[src/rtl/sim_sequencer.sv]
// sim_sequencer: pausable/steppable run sequencer WARMUP -> MEASURE -> DRAIN -> DONE with cycle counters
module sim_sequencer #(
  parameter int CYCLE_WIDTH    = 16,
  parameter int WARMUP_CYCLES  = 4,
  parameter int MEASURE_CYCLES = 8,
  parameter int DRAIN_LIMIT    = 16
) (
  input  logic                   clk,
  input  logic                   reset,
  input  logic                   start,
  input  logic                   pause,
  input  logic                   step,
  input  logic                   net_empty,
  output logic [2:0]             state,
  output logic [CYCLE_WIDTH-1:0] current_cycle,
  output logic [CYCLE_WIDTH-1:0] phase_cycle,
  output logic                   measure_en,
  output logic                   done,
  output logic                   timeout
);
  typedef enum logic [2:0] {IDLE, WARMUP, MEASURE, DRAIN, DONE} state_t;
  localparam logic [CYCLE_WIDTH-1:0] W_LAST = CYCLE_WIDTH'(WARMUP_CYCLES - 1);
  localparam logic [CYCLE_WIDTH-1:0] M_LAST = CYCLE_WIDTH'(MEASURE_CYCLES - 1);
  localparam logic [CYCLE_WIDTH-1:0] D_LAST = CYCLE_WIDTH'(DRAIN_LIMIT - 1);
  state_t cur, nxt;
  logic adv, active, launch, phase_end;
  assign adv    = !pause || step;
  assign active = cur == WARMUP || cur == MEASURE || cur == DRAIN;
  assign launch = (cur == IDLE || cur == DONE) && start;
  // A drained network wins over the drain limit on the same cycle
  assign phase_end = (cur == WARMUP && phase_cycle == W_LAST) ||
                     (cur == MEASURE && phase_cycle == M_LAST) ||
                     (cur == DRAIN && (net_empty || phase_cycle == D_LAST));
  // State register
  always_ff @(posedge clk or posedge reset)
    if (reset) cur <= IDLE;
    else cur <= nxt;
  // Next state: phases are encoded consecutively so a phase end steps to cur+1
  always_comb begin
    nxt = cur;
    if (launch) nxt = WARMUP;
    else if (active && adv && phase_end) nxt = state_t'(cur + 3'd1);
  end
  // Counters and timeout flag advance only on advanced cycles in an active phase
  always_ff @(posedge clk or posedge reset)
    if (reset) begin
      current_cycle <= '0;
      phase_cycle   <= '0;
      timeout       <= 1'b0;
    end else if (launch) begin
      current_cycle <= '0;
      phase_cycle   <= '0;
      timeout       <= 1'b0;
    end else if (active && adv) begin
      current_cycle <= &current_cycle ? current_cycle : current_cycle + CYCLE_WIDTH'(1);
      phase_cycle   <= phase_end ? '0 : phase_cycle + CYCLE_WIDTH'(1);
      timeout       <= cur == DRAIN && phase_end && !net_empty;
    end
  // Outputs; measure_en is combinational so a paused cycle never counts
  always_comb begin
    state      = cur;
    measure_en = cur == MEASURE && adv;
    done       = cur == DONE;
  end
endmodule

[config.mk]
export PLATFORM = sky130hd
export DESIGN_NAME = sim_sequencer
export DESIGN_NICKNAME = d
export VERILOG_FILES = /design/src/rtl/sim_sequencer.sv
export SDC_FILE = /design/constraint.sdc
export NUM_CORES = 1
export LEC_CHECK = 0
export ABC_CLOCK_PERIOD_IN_PS = 6100
export BUFFER_PORTS_ARGS = -buffer_cell sky130_fd_sc_hd__buf_2
export CAP_MARGIN = 30
export CORE_ASPECT_RATIO = 1.1
export CORE_UTILIZATION = 50
export CTS_BUF_LIST = sky130_fd_sc_hd__clkbuf_4
export DETAILED_ROUTE_END_ITERATION = 8
export PLACE_DENSITY_LB_ADDON = 0.25
export RECOVER_POWER = 100
export SLEW_MARGIN = 20
export SYNTH_ARGS = -nofsm -noshare
export SYNTH_HDL_FRONTEND = slang
export SYNTH_SLANG_ARGS = --single-unit
[constraint.sdc]
create_clock -name clk -period 6.1 [get_ports clk]
set_clock_uncertainty 0.15 [all_clocks]
set_input_delay 1.22 -clock clk [delete_from_list [all_inputs] [get_ports clk]]
set_output_delay 1.22 -clock clk [all_outputs]
set_load 0.01 [all_outputs]
==> metrics.yaml, run 1 <==
status: "complete, but fails checks"
violations: "capacitance limit, slew limit"
hold_path.class: "reg -> reg"
port_buffers: 43
grt_setup_unrepaired: "no"
peakVddDrop_mv: 0.257
layout_min_cycle_time_ps: 3630
antenna_found_initial: 0
reg2reg_from: "state[0]"
start_util: 0.535
maxCapViolations: 1
start_kind: "input port"
overflow: 0
busiest_layer: "met2"
fmax_ghz: 0.275
worstHoldStart: "timeout"
finalHoldViolCount: 0
path_class: "in -> reg"
clk_pin_slew_ps: 110
use_met1: 0.312
hpwlAfterDp_mm: 3.46
dieHeight_um: 71.1
slew_violations: 37
drive_above_1_share: 0.0709
syn_avg_cell_area_um2: 9.05
fin_util: 0.587
synthFlopType: "dfrtp_1"
finalCritPeriodShare: 0.596
holdBufCountCts: 0
holdPathStages: 2
first_pass_iters: 4
async_reset_ff_frac: 1.00
grt_first_pass_wirelength_mm: 8.52
crit_path_top_delay_cell: "clkbuf_1"
synth_area_um2: 2170
worstPathRequired_ps: 6210
avgViaCountPerCell: 5.92
antenna_cells: 0
ant_nets: 0
critPathBufInv: 2
synth_edf_count: 0
ys_seq_area_frac: 0.415
cts-root-buf: "clkbuf_4"
ys_types: 52
critical_path_arrival_ps: 3740
hold_end: "timeout"
r2r_cells: 7
relSlewSlack: -0.292
power.density_nw_per_um2: 356
fill_cells: 397
cts_setup_buffers: 0
ys_ff_latch: 36
clk_latency_ps: 350
dr_total_vias: 1978
p_leak_nw: 0.967
num_rows: 24
ys_warn_count: 0
place_congestion: 0.885
worst_slew_pin_slew_ps: 1940
htreeDepth: 2
cts_buffer_depth: 2
final_nets: 295
grtUsageMet3: 0.0452
gr-usage-met2: 0.387
reg2reg_setup_slack_ps: 2650
drc: 0
tns_ps: 0
cts_tree: "yes"
cpPeakStageDelay_ps: 1060
cp-startpoint: "start"
numCtsBuffers: 5
post_cts_resized: 0
critPathMaxFanout: 34
grt_pass1_vias: 1818
dieArea_um2: 4610
syn_nets: 254
reg2reg_to: "current_cycle[7]"
hold-worst-slack_ps: 377
final_cell_mix: "41 x clkbuf_1, 36 x dfrtp_1, 23 x nand2_1"
syn_inst: 240
setup_violations: 0
final_common_cell: "clkbuf_1"
drtIter0Drc: 155
end_kind: "register"
io_pins: 44
area_growth_pct: 9.57
chipWidth_um: 64.8
wire_per_inst_um: 15.3
core_area_um2: 4050
grt_max_degree: 37
grt_usage: 0.240
crit_chain: "buf_2, and2_1, clkbuf_1, o22ai_1, or3_1, a21oi_1"
routed_wl_mm: 5.11
cts_sinks: 36
crit_family: "buffers and inverters"
per-layer routing:
| metal | vias to the layer above | part of all wire |
|---|---|---|
| li1 | 970 | - |
| met1 | 941 | 0.45 |
| met2 | 57 | 0.49 |
| met3 | 10 | 0.043 |
| met4 | 0 | 0.019 |
| met5 | - | 0 |
layout make-up:
| class | count | area (um^2) | share of cell area |
|---|---|---|---|
| Clock buffer | 5 | 37.5 | 0.0158 |
| Inverter | 9 | 33.8 | 0.0142 |
| Multi-Input combinational cell | 183 | 1150 | 0.483 |
| Timing Repair Buffer | 46 | 179 | 0.0752 |
| Tap cell | 52 | 65.1 | 0.0274 |
| Sequential cell | 36 | 901 | 0.379 |
| Clock inverter | 3 | 13.8 | 0.00579 |
worst max-delay path by stage:
stage	to	slack, ps	cells past startpoint
4_1_cts	measure_en	2930	4
5_1_grt	current_cycle[4]	2280	7
6_report	current_cycle[7]	2470	6
3_3_place_gp	measure_en	2950	4
2_1_floorplan	measure_en	3160	2
3_5_place_dp	current_cycle[8]	2890	6
flip-flops by register name (all words and copies together), names as in the netlist:
register	cells
current_cycle	16
phase_cycle	16
state	3
timeout	1
cells by family after synthesis:
kind of cell             share of synthesized area
AND/OR/NAND/NOR                              0.258
AO/OA/AOI/OAI                                0.180
flip-flops                                   0.415
buffers and inverters                       0.0432
XOR/XNOR                                    0.0363
adder cells (fa/ha/maj)                     0.0461
multiplexers                                0.0213
stage by stage:
step                      power, mW  worst slack [ps]  area (um^2)  cells
after floorplan               0.642              3160         2170    240
after global placement        0.739              2950         2410    326
after detailed placement      0.750              2890         2410    326
after CTS                     0.877              2930         2460    334
after global routing          0.918              2280         2380    334
final                         0.848              2470         2380    334
Yosys cell counts (all sizes together), types with 2 or more instances:
library cell | count | area, um^2
o211ai | 2 | 15.0
and4 | 2 | 17.5
buf | 5 | 33.8
a2111oi | 3 | 45.0
xnor2 | 6 | 52.6
clkbuf | 7 | 26.3
and2 | 5 | 31.3
a21oi | 11 | 55.1
ha | 8 | 100
xor2 | 3 | 26.3
nor4 | 8 | 50.1
and3 | 4 | 26.3
or4 | 3 | 22.5
inv | 9 | 33.8
nor3 | 5 | 25.0
o21ai | 14 | 73.8
o21a | 3 | 22.5
mux2 | 2 | 26.3
or3 | 8 | 51.3
mux2i | 2 | 20.0
a41oi | 2 | 17.5
a21o | 2 | 15.0
nand2 | 23 | 86.3
nand4 | 6 | 37.5
dfrtp | 36 | 901
nand3 | 20 | 100
a31oi | 6 | 37.5
nor2 | 19 | 73.8
worst reg2reg max path, stage by stage, from the launching register on:
cell and delay, ps:
dfrtp_1 450, inv_1 150, ha_1 180, and2_1 120, clkbuf_1 1060, o22ai_1 600, or3_1 510, a21oi_1 150
report_power, final:
part | leakage [nW] | internal, mW | switching, mW | total, mW
Sequential | 0.478 | 0.281 | 0.0662 | 0.348
Clock | 0.0324 | 0.0423 | 0.0825 | 0.125
Combinational | 0.456 | 0.128 | 0.247 | 0.375
Total | 0.967 | 0.451 | 0.396 | 0.848
No activity file was read; power rests on OpenSTA's default activity.
==> run 2, diff against run 1 <==
--- a/config.mk
+++ b/config.mk
@@ -5,7 +5,7 @@
 export SDC_FILE = /design/constraint.sdc
 export NUM_CORES = 1
 export LEC_CHECK = 0
-export ABC_CLOCK_PERIOD_IN_PS = 6100
+export ABC_CLOCK_PERIOD_IN_PS = 3750
 export BUFFER_PORTS_ARGS = -buffer_cell sky130_fd_sc_hd__buf_2
 export CAP_MARGIN = 30
 export CORE_ASPECT_RATIO = 1.1
==> constraint.sdc (replaced) <==
create_clock -name clk -period 3.75 [get_ports clk]
set_clock_uncertainty 0.15 [all_clocks]
set_input_delay 0.75 -clock clk [delete_from_list [all_inputs] [get_ports clk]]
set_output_delay 0.75 -clock clk [all_outputs]
set_load 0.01 [all_outputs]
==> run 2 against run 1 <==
The run still ends with capacitance limit, slew limit left. Non-clock buffer count is 1 higher. Sequential cell count stayed put. Global-route usage hardly changed. First-iteration DRC count is 18% lower. Sequential share of layout area hardly changed. Combinational power is 61% higher. Critical path depth is 1 higher. Register-to-register slack worse by 1800 ps. Cell count is 0.30% higher. Via count is 0.10% higher. Largest cell class unchanged.
==> metrics.yaml, run 2 (same netlist as run 1, synthesis figures left out) <==
drive_above_1_share: 0.0671  # -0.00378
start_kind: "register"
status: "complete, but fails checks"
place_ws_ps: 1260  # -1630 ps
hpwlAfterDp_mm: 3.55  # +2.5%
htreeDepth: 2  # unchanged
cts_sinks: 36  # unchanged
chipWidth_um: 64.8  # unchanged
worstPathRequired_ps: 3850  # -2360 ps
cts_buffer_depth: 2  # unchanged
maxCapViolations: 1  # unchanged
clk_pin_slew_ps: 120  # about the same
grtUsageMet3: 0.0500  # +0.00484
grt_usage: 0.240  # about the same
fin_util: 0.587  # about the same
hold_path.class: "reg -> reg"
final_common_cell: "clkbuf_1"
path_class: "reg -> reg"
routed_wl_mm: 5.06  # -0.98%
critical_path_arrival_ps: 3030  # -710 ps
dr_total_vias: 1980  # +0.10%
p_leak_nw: 0.970  # +0.38%
busiest_layer: "met2"
violations: "capacitance limit, slew limit"
finalCritPeriodShare: 0.782
layout_min_cycle_time_ps: 2930
seq_area_um2: 901  # unchanged
fmax_ghz: 0.341
first_pass_iters: 4  # unchanged
grt_max_degree: 37  # unchanged
power.density_nw_per_um2: 581  # +63%
ant_nets: 0  # unchanged
grt_first_pass_wirelength_mm: 8.58  # +0.65%
post_cts_resized: 0  # unchanged
relSlewSlack: -0.249  # +0.0428
dieArea_um2: 4610  # unchanged
slew_violations: 37  # unchanged
core_area_um2: 4050  # unchanged
final_nets: 296  # +0.34%
cts_tree: "yes"
start_util: 0.535  # unchanged
numCtsBuffers: 5  # unchanged
use_met1: 0.308  # -0.00374
grt_pass1_vias: 1851  # +1.8%
peakVddDrop_mv: 0.392  # +53%
fin_ws_ps: 818  # -1650 ps
overflow: 0  # unchanged
cts_setup_buffers: 0  # unchanged
area_growth_pct: 9.63  # about the same
port_buffers: 43  # unchanged
setup_violations: 0  # unchanged
avgViaCountPerCell: 5.91  # -0.20%
io_pins: 44  # unchanged
worst_slew_pin_slew_ps: 1870  # -64.1 ps
gr-usage-met2: 0.402  # +0.0150
critPathMaxFanout: 18  # -47%
cts-root-buf: "clkbuf_4"
place_congestion: 0.843  # -4.8%
wire_per_inst_um: 15.1  # -1.3%
final_cell_mix: "40 x clkbuf_1, 36 x dfrtp_1, 23 x nand2_1"
dp.cells: 327  # +0.31%
fill_cells: 413  # +4.0%
grt_setup_unrepaired: "no"
finalHoldViolCount: 0  # unchanged
drtIter0Drc: 127  # -18%
end_kind: "register"
fin_area_um2: 2380  # about the same
num_rows: 24  # unchanged
antenna_cells: 0  # unchanged
fin_cells: 335  # +0.30%
dieHeight_um: 71.1  # unchanged
dpl_cell_area_um2: 2420  # +0.31%
antenna_found_initial: 0  # unchanged
drc: 0  # unchanged
tns_ps: 0  # unchanged
holdBufCountCts: 0  # unchanged
clk_latency_ps: 350  # about the same
multi_input_comb_area_um2: 1130  # -1.3%
## run 2: worst paths after layout
check,from,to,slack (ps),depth (start not counted)
min in group asynchronous,reset,current_cycle[1],900,3
min,timeout,timeout,390,2
max reg2reg,state[0],state[1],820,7
min reg2reg,timeout,timeout,390,2
max in group asynchronous,reset,current_cycle[2],1480,3
max,state[0],state[1],820,7
## run 2: worst max-delay path: stages (launching register included)
cell,delay [ps]
dfrtp_1,430
inv_1,120
ha_1,240
o21ba_1,190
o21ai_1,280
clkbuf_1,650
o21ai_0,410
mux2_2,360
## run 2: per-layer routing
layer | wire (um) | vias up
met5 | 0 | -
met4 | 36 | 0
met3 | 279 | 4
met2 | 2520 | 62
met1 | 2220 | 941
li1 | - | 973
## run 2: metrics by stage
stage | total power [mW] | hold WS, ps
CTS | 1.44 | 342
finish | 1.38 | 388
global route | 1.49 | 460
global placement | 1.22 | 365
detailed placement | 1.23 | 376
floorplan | 1.04 | 401
## run 2: power breakdown
| group | switching [mW] | internal (mW) |
|---|---|---|
| clock network | 0.138 | 0.0720 |
| registers | 0.110 | 0.458 |
| logic | 0.395 | 0.209 |
## run 2: layout make-up
cell class              count  share of cell area
multi-input cells         183               0.476
clock inverters             3             0.00789
repair buffers             47              0.0799
clock buffers               5              0.0158
well taps                  52              0.0273
inverters                   9              0.0142
flip-flops and latches     36               0.379
==> run 3, diff against run 2 <==
--- a/config.mk
+++ b/config.mk
@@ -5,7 +5,8 @@
 export SDC_FILE = /design/constraint.sdc
 export NUM_CORES = 1
 export LEC_CHECK = 0
-export ABC_CLOCK_PERIOD_IN_PS = 3750
+export ABC_AREA = 1
+export ABC_CLOCK_PERIOD_IN_PS = 3000
 export BUFFER_PORTS_ARGS = -buffer_cell sky130_fd_sc_hd__buf_2
 export CAP_MARGIN = 30
 export CORE_ASPECT_RATIO = 1.1
==> constraint.sdc (replaced) <==
create_clock -name clk -period 3 [get_ports clk]
set_clock_uncertainty 0.15 [all_clocks]
set_input_delay 0.6 -clock clk [delete_from_list [all_inputs] [get_ports clk]]
set_output_delay 0.6 -clock clk [all_outputs]
set_load 0.01 [all_outputs]
==> run 3 against run 2 <==
The flow now finishes without violations. Die area rose by 14%. Non-clock buffer count down 3. Clock power up 20%. Sequential cell count stayed put. Register-to-register slack worse by 290 ps. Via count up 16%. Critical path depth up 3. Sequential power up 18%. Cell count is 32% higher. First-iteration DRC count grew 40%. Fmax rose by 18%. Setup slack lost 290 ps.
==> metrics.yaml, run 3 <==
fmax_ghz: 0.404  # +18%
yosysMostFrequentCell: "nand2_1"
post_synth_main_area_contributors: "dfrtp_1 36%, nand2_1 15%, nor2_1 6.3%"
comb_power_share: 0.458  # +0.021
synthFlopType: "dfrtp_1"
port_buffers: 43  # unchanged
ant_nets: 0  # unchanged
final_nets: 399  # +35%
end_kind: "register"
start_util: 0.529  # -0.00685
num_rows: 26  # +8.3%
layout_min_cycle_time_ps: 2470  # -458 ps
swShare: 0.489  # +0.0235
clk_pin_slew_ps: 120  # about the same
dieArea_um2: 5270  # +14%
reg2reg_from: "state[0]"
chipWidth_um: 69.3  # +7.0%
p_int_uw: 870  # +18%
tns_ps: 0  # unchanged
syn_nets: 354  # +39%
path_class: "reg -> reg"
clock_power_share: 0.148  # -0.004
routed_wl_mm: 5.42  # +7.1%
holdBufCountCts: 0  # unchanged
maxCapViolations: 0  # -1
yosysTopAreaCellShare: 0.361  # -0.0537
status: "finished clean"
cts_setup_buffers: 0  # unchanged
critPathMaxFanout: 26  # +8
wl_met1_mm: 2.37  # +6.5%
clk_latency_ps: 340  # about the same
finalHoldViolCount: 0  # unchanged
r2r_cells: 10  # +3
finalCritPeriodShare: 0.825  # +0.0429
final_cell_mix: "101 x nand2_1, 43 x nor2_1, 39 x clkbuf_1"
grt_first_pass_wirelength_mm: 9.50  # +11%
core_area_um2: 4720  # +16%
drtIter0Drc: 178  # +40%
cts_buffer_depth: 2  # unchanged
ys_types: 33  # -37%
hold_path.class: "in -> async"
synth_common_cells: "99 x nand2_1, 42 x nor2_1, 36 x dfrtp_1"
overflow: 0  # unchanged
io_pins: 44  # unchanged
syn_inst: 340  # +42%
start_kind: "register"
ys_ff_latch: 36  # unchanged
synth_area_um2: 2490  # +15%
post_cts_resized: 0  # unchanged
dpl_cell_area_um2: 2720  # +12%
grt_max_degree: 27  # -27%
hpwlAfterDp_mm: 4.02  # +13%
critical_path_arrival_ps: 2560  # -470 ps
total_power_mw: 1.70  # +23%
dr_total_vias: 2289  # +16%
numCtsBuffers: 5  # unchanged
reg2reg_setup_slack_ps: 530  # -290 ps
synth_top_cell_by_area: "dfrtp_1"
p_leak_nw: 1.24  # +28%
grt_setup_unrepaired: "no"
htreeDepth: 2  # unchanged
worst_slew_pin_slew_ps: 1230  # -639 ps
grt_pass1_vias: 2140  # +16%
ys_seq_area_frac: 0.361  # -0.0537
power.density_nw_per_um2: 641  # +10%
wire_per_inst_um: 12.3  # -19%
dieHeight_um: 76.1  # +7.0%
avgViaCountPerCell: 5.18  # -12%
async_reset_ff_frac: 1.00  # unchanged
top_layer: "met4"
cts_sinks: 36  # unchanged
setup_violations: 0  # unchanged
syn_avg_cell_area_um2: 7.33  # -19%
first_pass_iters: 5  # +1
antenna_cells: 0  # unchanged
synth_edf_count: 0  # unchanged
cts-root-buf: "clkbuf_4"
antenna_found_initial: 0  # unchanged
wl_met2_mm: 2.79  # +11%
met3WireLength_um: 210  # -25%
seq_power_share: 0.394  # -0.017
p_sw_uw: 832  # +29%
slew_violations: 0  # -100%
reg2reg_to: "current_cycle[8]"
drc: 0  # unchanged
peakVddDrop_mv: 0.363  # -7.5%
drive_above_1_share: 0.0959  # +0.0287
final_common_cell: "nand2_1"
worstPathRequired_ps: 3090  # -760 ps
area_growth_pct: 6.57
cts_tree: "yes"
fin_area_um2: 2660  # +12%
grt_usage: 0.222  # -0.0187
place_congestion: 0.843  # about the same
relSlewSlack: 0.177  # +0.426
ys_warn_count: 0  # unchanged
-- run 3: power by group through the flow --
stage | combinational (mW) | sequential, mW | clock, mW
6_report | 0.780 | 0.671 | 0.251
5_1_grt | 0.890 | 0.687 | 0.277
4_1_cts | 0.868 | 0.671 | 0.265
3_5_place_dp | 0.866 | 0.678 | 0
3_3_place_gp | 0.852 | 0.676 | 0
2_1_floorplan | 0.727 | 0.692 | 0
-- run 3: worst max path at each step --
stage	start	endpoint	slack, ps	cells past startpoint
floorplan	state[0]	phase_cycle[7]	1080	9
global route	state[0]	current_cycle[8]	280	10
global placement	start	current_cycle[8]	790	9
CTS	state[0]	current_cycle[7]	690	10
detailed placement	state[0]	current_cycle[7]	700	10
finish	state[0]	current_cycle[8]	530	10
-- run 3: kinds of logic after synthesis --
family,synth area share
AOI/OAI and AO/OA,0.0622
xor gates and xnor gates,0.0351
adders and majority gates,0.0401
buffers and inverters,0.0858
DFF,0.361
and+or+nand+nor,0.415
-- run 3: area by class of cell --
cell class	count	area, um^2
clock buffers	5	37.5
clock inverters	3	13.8
fillers	487	2060
inverters	39	148
multi-input cells	259	1320
flip-flops and latches	36	901
well taps	56	70.1
repair buffers	44	171
-- run 3: per-layer routing --
layer  vias up  GRT usage
li1       1180          -
met1      1057      0.260
met4         0     0.0939
met5         -          0
met3         4     0.0397
met2        48      0.393
-- run 3: through the flow --
step	util	worst slack (ps)	instances	hold WS (ps)
detailed placement	0.577	700	434	357
finish	0.563	526	442	119
global placement	0.577	790	434	349
CTS	0.588	695	442	116
floorplan	-	1080	340	369
global route	0.563	279	442	156
-- run 3: worst max-delay path, stage by stage (launching register included) --
cell     delay (ps)
dfrtp_1         450
inv_1           110
ha_1            220
nand2_2         300
inv_1           190
nor4_1          400
nand2_4         120
nand2_8         170
inv_1           130
nand2_1          70
o21ai_0          70
